File: config.mk
export PLATFORM = sky130hd
export DESIGN_NAME = load_store_unit
export DESIGN_NICKNAME = d
export VERILOG_FILES = /design/src/rtl/load_store_unit.sv
export SDC_FILE = /design/constraint.sdc
export NUM_CORES = 1
export LEC_CHECK = 0
export CAP_MARGIN = 25
export CORE_MARGIN = 5
export CORE_UTILIZATION = 40
export DETAILED_ROUTE_END_ITERATION = 16
export PLACE_DENSITY = 0.72
export SLEW_MARGIN = 20
export SYNTH_ARGS = -nofsm -noshare
export SYNTH_HDL_FRONTEND = slang
export SYNTH_SLANG_ARGS = --single-unit
File: constraint.sdc
create_clock -name clk -period 5.7 [get_ports clk]
set_input_delay 0.855 -clock clk [delete_from_list [all_inputs] [get_ports clk]]
set_output_delay 0.855 -clock clk [all_outputs]
set_load 0.01 [all_outputs]
File: src/rtl/load_store_unit.sv
// Memory-access/writeback stage: one transaction in flight, valid/ready data bus, aligned and extended writeback.
// Build option MISALIGN_TRAP_EN: misaligned halfword/word accesses fault instead of having their low address bits ignored.
module load_store_unit #(
    parameter int TIMEOUT_CYCLES = 255
) (
    input  logic        clk,
    input  logic        rst_n,
    input  logic        req_valid,
    output logic        req_ready,
    input  logic        mem_read,
    input  logic        mem_write,
    input  logic [2:0]  funct3,
    input  logic [31:0] addr,
    input  logic [31:0] wdata,
    input  logic [4:0]  rd,
    output logic        dbus_valid,
    input  logic        dbus_ready,
    output logic        dbus_we,
    output logic [31:0] dbus_addr,
    output logic [3:0]  dbus_be,
    output logic [31:0] dbus_wdata,
    input  logic        dbus_rvalid,
    input  logic [31:0] dbus_rdata,
    output logic        wb_we,
    output logic [4:0]  wb_rd,
    output logic [31:0] wb_data,
    output logic        done,
    output logic        err
);
    typedef enum logic [1:0] {S_IDLE, S_REQ, S_RESP, S_WB} state_t;
    localparam logic [31:0] TO_LIMIT = 32'(TIMEOUT_CYCLES);

    state_t      state_q, state_d;
    logic [31:0] cnt_q, cnt_d;
    logic        is_load_q, is_load_d;
    logic [2:0]  f3_q, f3_d;
    logic [1:0]  off_q, off_d;
    logic [4:0]  rd_q, rd_d;

    logic        req_ready_q, req_ready_d, dbus_valid_q, dbus_valid_d, dbus_we_q, dbus_we_d;
    logic [31:0] dbus_addr_q, dbus_addr_d, dbus_wdata_q, dbus_wdata_d, wb_data_q, wb_data_d;
    logic [3:0]  dbus_be_q, dbus_be_d;
    logic [4:0]  wb_rd_q, wb_rd_d;
    logic        wb_we_q, wb_we_d, done_q, done_d, err_q, err_d;

    logic        accept, is_mem, ld_ok, st_ok, misal, bad, timeout_hit;
    logic [3:0]  st_be;
    logic [31:0] st_data, ld_val;
    logic [7:0]  ld_byte;
    logic [15:0] ld_half;

    always_comb begin
        accept = req_valid && (state_q == S_IDLE);
        is_mem = mem_read || mem_write;
        ld_ok  = funct3 inside {3'b000, 3'b001, 3'b010, 3'b100, 3'b101};
        st_ok  = funct3 inside {3'b000, 3'b001, 3'b010};
`ifdef MISALIGN_TRAP_EN
        misal  = ((funct3[1:0] == 2'b01) && addr[0]) ||
                 ((funct3[1:0] == 2'b10) && (addr[1:0] != 2'b00));
`else
        misal  = 1'b0;
`endif
        bad = (mem_read && mem_write) || (mem_read && !ld_ok) ||
              (mem_write && !st_ok) || (is_mem && misal);
        timeout_hit = (TIMEOUT_CYCLES != 0) && (cnt_q == TO_LIMIT);
    end

    // Stores replicate the operand across lanes so the byte enables alone pick the target.
    always_comb begin
        case (funct3[1:0])
            2'b00: begin
                st_be   = 4'b0001 << addr[1:0];
                st_data = {4{wdata[7:0]}};
            end
            2'b01: begin
                st_be   = addr[1] ? 4'b1100 : 4'b0011;
                st_data = {2{wdata[15:0]}};
            end
            default: begin
                st_be   = 4'b1111;
                st_data = wdata;
            end
        endcase
    end

    always_comb begin
        case (off_q)
            2'b00:   ld_byte = dbus_rdata[7:0];
            2'b01:   ld_byte = dbus_rdata[15:8];
            2'b10:   ld_byte = dbus_rdata[23:16];
            default: ld_byte = dbus_rdata[31:24];
        endcase
        ld_half = off_q[1] ? dbus_rdata[31:16] : dbus_rdata[15:0];
        case (f3_q)
            3'b000:  ld_val = {{24{ld_byte[7]}}, ld_byte};
            3'b100:  ld_val = {24'd0, ld_byte};
            3'b001:  ld_val = {{16{ld_half[15]}}, ld_half};
            3'b101:  ld_val = {16'd0, ld_half};
            default: ld_val = dbus_rdata;
        endcase
    end

    always_comb begin
        state_d   = state_q;
        cnt_d     = cnt_q;
        is_load_d = is_load_q;
        f3_d      = f3_q;
        off_d     = off_q;
        rd_d      = rd_q;
        case (state_q)
            S_IDLE: if (accept) begin
                is_load_d = mem_read;
                f3_d      = funct3;
                off_d     = addr[1:0];
                rd_d      = rd;
                cnt_d     = '0;
                state_d   = (is_mem && !bad) ? S_REQ : S_WB;
            end
            S_REQ: begin
                if (dbus_ready) begin
                    state_d = is_load_q ? S_RESP : S_WB;
                    cnt_d   = '0;
                end else if (timeout_hit) begin
                    state_d = S_WB;
                end else begin
                    cnt_d = cnt_q + 32'd1;
                end
            end
            S_RESP: begin
                if (dbus_rvalid || timeout_hit) state_d = S_WB;
                else                            cnt_d   = cnt_q + 32'd1;
            end
            default: state_d = S_IDLE;
        endcase
    end

    always_comb begin
        req_ready_d  = (state_d == S_IDLE);
        dbus_valid_d = (state_d == S_REQ);
        dbus_we_d    = dbus_we_q;
        dbus_addr_d  = dbus_addr_q;
        dbus_be_d    = dbus_be_q;
        dbus_wdata_d = dbus_wdata_q;
        wb_rd_d      = wb_rd_q;
        wb_data_d    = wb_data_q;
        wb_we_d      = 1'b0;
        done_d       = 1'b0;
        err_d        = 1'b0;
        case (state_q)
            S_IDLE: if (accept) begin
                if (is_mem && !bad) begin
                    dbus_we_d    = mem_write;
                    dbus_addr_d  = {addr[31:2], 2'b00};
                    dbus_be_d    = mem_write ? st_be : 4'b0000;
                    dbus_wdata_d = mem_write ? st_data : 32'd0;
                end else begin
                    done_d    = 1'b1;
                    err_d     = bad;
                    wb_we_d   = !bad && (rd != 5'd0);
                    wb_rd_d   = rd;
                    wb_data_d = bad ? 32'd0 : addr;
                end
            end
            S_REQ: if (state_d == S_WB) begin
                done_d    = 1'b1;
                err_d     = !dbus_ready;
                wb_rd_d   = rd_q;
                wb_data_d = 32'd0;
            end
            S_RESP: if (state_d == S_WB) begin
                done_d  = 1'b1;
                wb_rd_d = rd_q;
                if (dbus_rvalid) begin
                    wb_we_d   = (rd_q != 5'd0);
                    wb_data_d = ld_val;
                end else begin
                    err_d     = 1'b1;
                    wb_data_d = 32'd0;
                end
            end
            default: ;
        endcase
    end

    always_ff @(posedge clk or negedge rst_n) begin
        if (!rst_n) begin
            state_q      <= S_IDLE;
            cnt_q        <= '0;
            is_load_q    <= 1'b0;
            f3_q         <= '0;
            off_q        <= '0;
            rd_q         <= '0;
            req_ready_q  <= 1'b1;
            dbus_valid_q <= 1'b0;
            dbus_we_q    <= 1'b0;
            dbus_addr_q  <= '0;
            dbus_be_q    <= '0;
            dbus_wdata_q <= '0;
            wb_we_q      <= 1'b0;
            wb_rd_q      <= '0;
            wb_data_q    <= '0;
            done_q       <= 1'b0;
            err_q        <= 1'b0;
        end else begin
            state_q      <= state_d;
            cnt_q        <= cnt_d;
            is_load_q    <= is_load_d;
            f3_q         <= f3_d;
            off_q        <= off_d;
            rd_q         <= rd_d;
            req_ready_q  <= req_ready_d;
            dbus_valid_q <= dbus_valid_d;
            dbus_we_q    <= dbus_we_d;
            dbus_addr_q  <= dbus_addr_d;
            dbus_be_q    <= dbus_be_d;
            dbus_wdata_q <= dbus_wdata_d;
            wb_we_q      <= wb_we_d;
            wb_rd_q      <= wb_rd_d;
            wb_data_q    <= wb_data_d;
            done_q       <= done_d;
            err_q        <= err_d;
        end
    end

    assign req_ready  = req_ready_q;
    assign dbus_valid = dbus_valid_q;
    assign dbus_we    = dbus_we_q;
    assign dbus_addr  = dbus_addr_q;
    assign dbus_be    = dbus_be_q;
    assign dbus_wdata = dbus_wdata_q;
    assign wb_we      = wb_we_q;
    assign wb_rd      = wb_rd_q;
    assign wb_data    = wb_data_q;
    assign done       = done_q;
    assign err        = err_q;
endmodule

* Yosys cells after proc, flatten, opt, wreduce, memory -nomap -nowiden *
Cells that the tools add are included.

word-level totals
  flip-flop bits (word level) = 154
  input bits = 111
  word-level logic and storage cells = 119
  output and inout bits = 111

cells by class
  equality and inequality tests = 22
  reductions and logical operators = 32
  multiplexer cells = 46
  shift-type cells = 1
  $add $sub $neg = 1

operator list
  kind                     count
  $mux W32                 11
  $pmux W32 S3             2
  $pmux W32 S4             1
  $pmux W32 S2             1
  $add A32 B1 Y32 const B  1
  $eq A32 B8 Y1 const B    1
  $pmux W8 S3              1
  $mux W16                 1
  $mux W5                  3
  $reduce_bool A5 Y1       3
  $mux W1                  13
  $eq A3 B3 Y1 const B     4
  $mux W2                  5
  $ne A2 B2 Y1 const B     5
  $pmux W5 S2              1
  $eq A2 B1 Y1 const B     4
  $logic_not A2 Y1         4
  $mux W4                  2
  $pmux W4 S2              1
  $reduce_and A4 Y1        2
  $eq A2 B2 Y1 const B     3
  $eq A3 B1 Y1 const B     2
  $logic_and A1 B1 Y1      6
  $logic_not A3 Y1         2
  other kinds (15)         23

* Logic depth before layout (Yosys ltp) *
  depth after elaboration = 14
  depth in mapped cells = 12
  depth with buffers taken out = 9

* Worst setup path before layout *
No wires, ideal clock.

  kind = register -> register
  from = register state_q[0]
  to = register wb_data_q[4] (netlist: wb_data[4])
  setup time = 0.127 ns
  stages on the path, launching flop included = 12
  data arrival time = 2.557 ns
  required time = 5.573 ns
  setup slack = 3.015 ns
  path through = dfrtp_1 inv_1 ha_1 clkbuf_1 a22oi_1 o2111a_1 a221o_1 o22ai_2 and2_1 buf_6 buf_8 mux2_1

between the ends
  longest elaborated chain between the ends = 7

RTL lines
  item                         line          RTL
  start: declaration           33            state_t state_q, state_d;
  start signal: assignment     205           state_q <= state_d;
  $logic_not A2 Y1             53, 110, 149
  $logic_and A1 B1 Y1          53            accept = req_valid && (state_q == S_IDLE);
  $mux W2                      111           S_IDLE: if (accept) begin
  $pmux W2 S3                  110           case (state_q)
  $eq A2 B2 Y1                 164, 170
  $ne A2 B2 Y1 (no line)       --
  $reduce_and A5 Y1 (no line)  --
  end signal: assignment       219           wb_data_q <= wb_data_d;
  end: declaration             41            logic [31:0] dbus_addr_q, dbus_addr_d, dbus_wdata_q, dbus_wdata_d, wb_data_q, wb_data_d;

Parallel ways exist; a longest one is shown, timed or not.
A chain may end at the register's enable or synchronous reset.

* Worst setup path in the final report *
  from = input funct3[1]
  to = register wb_data_q[23] (netlist: wb_data[23])

between the ends
  longest elaborated chain between the ends = 14

RTL lines
  item                                        line      RTL
  start: declaration                          12        input logic [2:0] funct3,
  $eq A3 B1 Y1, or another cell as far along  55, 56
  $reduce_bool A5 Y1                          55        ld_ok = funct3 inside {3'b000, 3'b001, 3'b010, 3'b100, 3'b101};
  $logic_not A1 Y1                            63        bad = (mem_read && mem_write) || (mem_read && !ld_ok) ||
  $logic_and A1 B1 Y1                         63
  $logic_or A1 B1 Y1                          63
  $logic_or A1 B1 Y1 (*)                      63
  $logic_not A1 Y1                            117, 151
  $logic_and A1 B1 Y1                         117, 151
  $mux W2                                     117       state_d = (is_mem && !bad) ? S_REQ : S_WB;
  $mux W2                                     111
  $pmux W2 S3                                 110
  $eq A2 B2 Y1                                164, 170
  $ne A2 B2 Y1 (no line)                      --
  $reduce_and A5 Y1 (no line)                 --

Mark *: on every way between the ends. The rest lies on a longest branch, timed or not. The select of a mux whose other input is x is not followed.

==> run metrics <==
clk slew on worst S/H paths 60 ps; WP data arrival 4070 ps; CTS tree done; drt first-iter violations roughly 450; placed instance area 0.0103 mm²; PortBufs 219; fillers 1,747; Power Dens Cells between 500 and 600 mW/mm²; Slew headroom 40.0%; Synth Cell Area 0.00794 mm²; DIE HEIGHT 151 µm; Antenna Nets Post-Route 0; total wire length about 25,000 µm; Root Driver clkbuf_16; Synth Register Bits 154; DR vias/cell around 5.5; Die ar. ~0.023 mm²; CP Max Fanout 25; Cell Chain, Critical Path clkdlybuf4s50_1 -> o21ai_0 -> nand4b_1 -> nand3_1 -> o211a_1 -> o22ai_2 -> buf_4 -> and2_1 -> buf_4 -> a21oi_1; Final GP Congestion 0.868; Multi-input gate area 0.00376 mm²; Hold-fix buffers, CTS 0; Worst setup EP type register; vias in the first global route ~6,900; cts bufs inserted 17; slowest cell on the critical path clkdlybuf4s50_1; sequential-to-total area share from yosys stat 48.5%; Setup Buffers After CTS 0; Synth warnings 0; Yosys top cell by area dfrtp_1; count of cell types in the netlist 59; Primary FF master, synth dfrtp_1; Yosys top cell area share 48.2%; diode count 0; largest net degree at the start of global routing between 90 and 100; via count 7,249; status finished clean; synthesis-to-finish area growth 37.4%; row cnt between 50 and 60; Synth area leaders dfrtp_1 48%, mux2_2 8.6%, o21ai_0 7.3%; crit path kind primary input to register; clock period minus final worst setup slack 3770 ps; DRT Pass-1 Iters 5; Mapped Cells 851; IR drop worst, VDD between 300 and 400 µV; flop-to-flop setup slack 1990 ps; Setup TNS Final 0 ps; Max Clk Rate around 270 MHz; Worst EP required 6000 ps; Die X 151 µm; Final nets 1,161; Hold WS around 480 ps; final core utilization around 56%; layout cells sized above 1 10.8%; RSZ-0062 raised after global routing false; total grt overflow 0; most frequent cells after synthesis 153 x dfrtp_1, 137 x nand2_1, 116 x o21ai_0, 67 x a21oi_1, 61 x mux2_2; routed len/inst around 19 µm; setup violators final 0; HPWL Detailed 18,300 µm; all-layer global routing usage 21.7%; H-tree levels 4; clock skew 13.3 ps; register area 0.00385 mm²; IO Count 222; final hold violations 0; final routed DRC violation total 0; max-slew violations 0; Static Leak 0.00459 µW; EDFF count, synth 0; ys async rst share 100%; post-cts sizing count 0; antenna violations before repair 2; cell with the most instances after synthesis dfrtp_1; core area 0.0195 mm²; CP dominant cell by count buf_4; clock latency on the worst-skew pair 430 ps; first-pass GRT wire length about 38,000 µm; final total power 5570 µW; fin crit share 66.2%; Worst-Margin Slew 900 ps; MaxCap Viol Count 0; Initial Utilization 40.7%; critical path's largest stage delay 870 ps; Mean Syn Cell Area 9.33 µm²; startpoint types primary input; Worst Hold Class primary input to async pin; design area 0.0109 mm²; clock sink total ~150; Clock Path Buffers 2
## report_power, final
group          internal [µW]  switching [µW]  total, µW
combinational           1250            1380       2630
clock                    691             475       1170
sequential              1500             277       1780
total                   3440            2130       5570
## layout make-up
class,count,share of cell area [%]
repair buffers,228,20.7
clock buffers,18,3.93
multi-input cells,616,34.5
flip-flops and latches,154,35.3
inverters,27,0.929
well taps,265,3.04
clock inverters,14,1.56
## registers in the layout, indices dropped and copies added (netlist names), 2 cells and up
register    count
cnt_q          32
dbus_wdata     32
wb_data        32
dbus_addr      30
rd_q            5
wb_rd           5
dbus_be         4
f3_q            3
off_q           2
state_q         2
## critical path, delay by kind of cell
kind                   cells  cell delay [ps]
AOI/OAI and AO/OA          4              670
and+or+nand+nor            3             1000
buffers and inverters      3             1540
## stage by stage
stage	instances	setup slack (ps)
2_1_floorplan	852	3020
3_3_place_gp	1290	1610
3_5_place_dp	1290	1530
4_1_cts	1322	1990
5_1_grt	1322	1730
6_report	1322	1930
## placed cells by master, fill, tap and decap left out, types with 4 or more instances in the layout
| cell | synthesis | routed |
|---|---|---|
| nand2_1 | 137 | 137 |
| clkdlybuf4s50_1 | 0 | 218 |
| nand2b_1 | 4 | 4 |
| inv_1 | 26 | 26 |
| and3_1 | 11 | 11 |
| clkinv_2 | 0 | 4 |
| buf_4 | 2 | 9 |
| mux2_2 | 61 | 61 |
| o21ai_1 | 6 | 5 |
| a21o_1 | 5 | 5 |
| a31oi_1 | 7 | 7 |
| nor4_1 | 6 | 6 |
| nor2_1 | 39 | 38 |
| o32ai_1 | 6 | 6 |
| a21boi_0 | 17 | 17 |
| nor2b_1 | 4 | 4 |
| mux2i_1 | 8 | 8 |
| clkinv_4 | 0 | 4 |
| o31ai_1 | 11 | 11 |
| a221oi_1 | 14 | 14 |
| o22ai_1 | 4 | 4 |
| clkbuf_16 | 0 | 17 |
| o21ai_0 | 116 | 116 |
| o211ai_1 | 8 | 8 |
| nor3_1 | 7 | 7 |
| ha_1 | 6 | 6 |
| nand3_1 | 15 | 15 |
| nand4_1 | 8 | 8 |
| a22o_1 | 8 | 8 |
| mux2_1 | 4 | 4 |
| a21oi_1 | 67 | 66 |
| dfrtp_1 | 153 | 153 |
## layer usage
| metal | up-vias | wire, µm | global-route usage, % |
|---|---|---|---|
| li1 | 3443 | - | - |
| met1 | 3491 | 10700 | 28.8 |
| met2 | 277 | 12000 | 34.5 |
| met3 | 34 | 2160 | 6.01 |
| met4 | 4 | 433 | 6.80 |
| met5 | - | 21 | 0 |
## logic make-up (layout without fill, tap and decap cells)
kind of cell,count (synthesis),count (layout),synth area share (%)
buf+inv,82,287,4.44
compound gates,280,280,21.0
other cells,1,2,0.0472
fa+ha+maj,6,6,0.945
flops,154,154,48.5
mux,74,74,10.5
simple gates,254,254,14.5
## final timing paths
kind,from,endpoint,cells past startpoint
min reg2reg,dbus_wdata[8],dbus_wdata[8],2
max reg2reg,state_q[0],wb_data[23],10
min in group clk,dbus_wdata[8],dbus_wdata[8],2
max in group asynchronous,rst_n,cnt_q[28],2
min,rst_n,dbus_addr[15],1
max,funct3[1],wb_data[23],10
No activity file was read; power rests on OpenSTA's default activity.
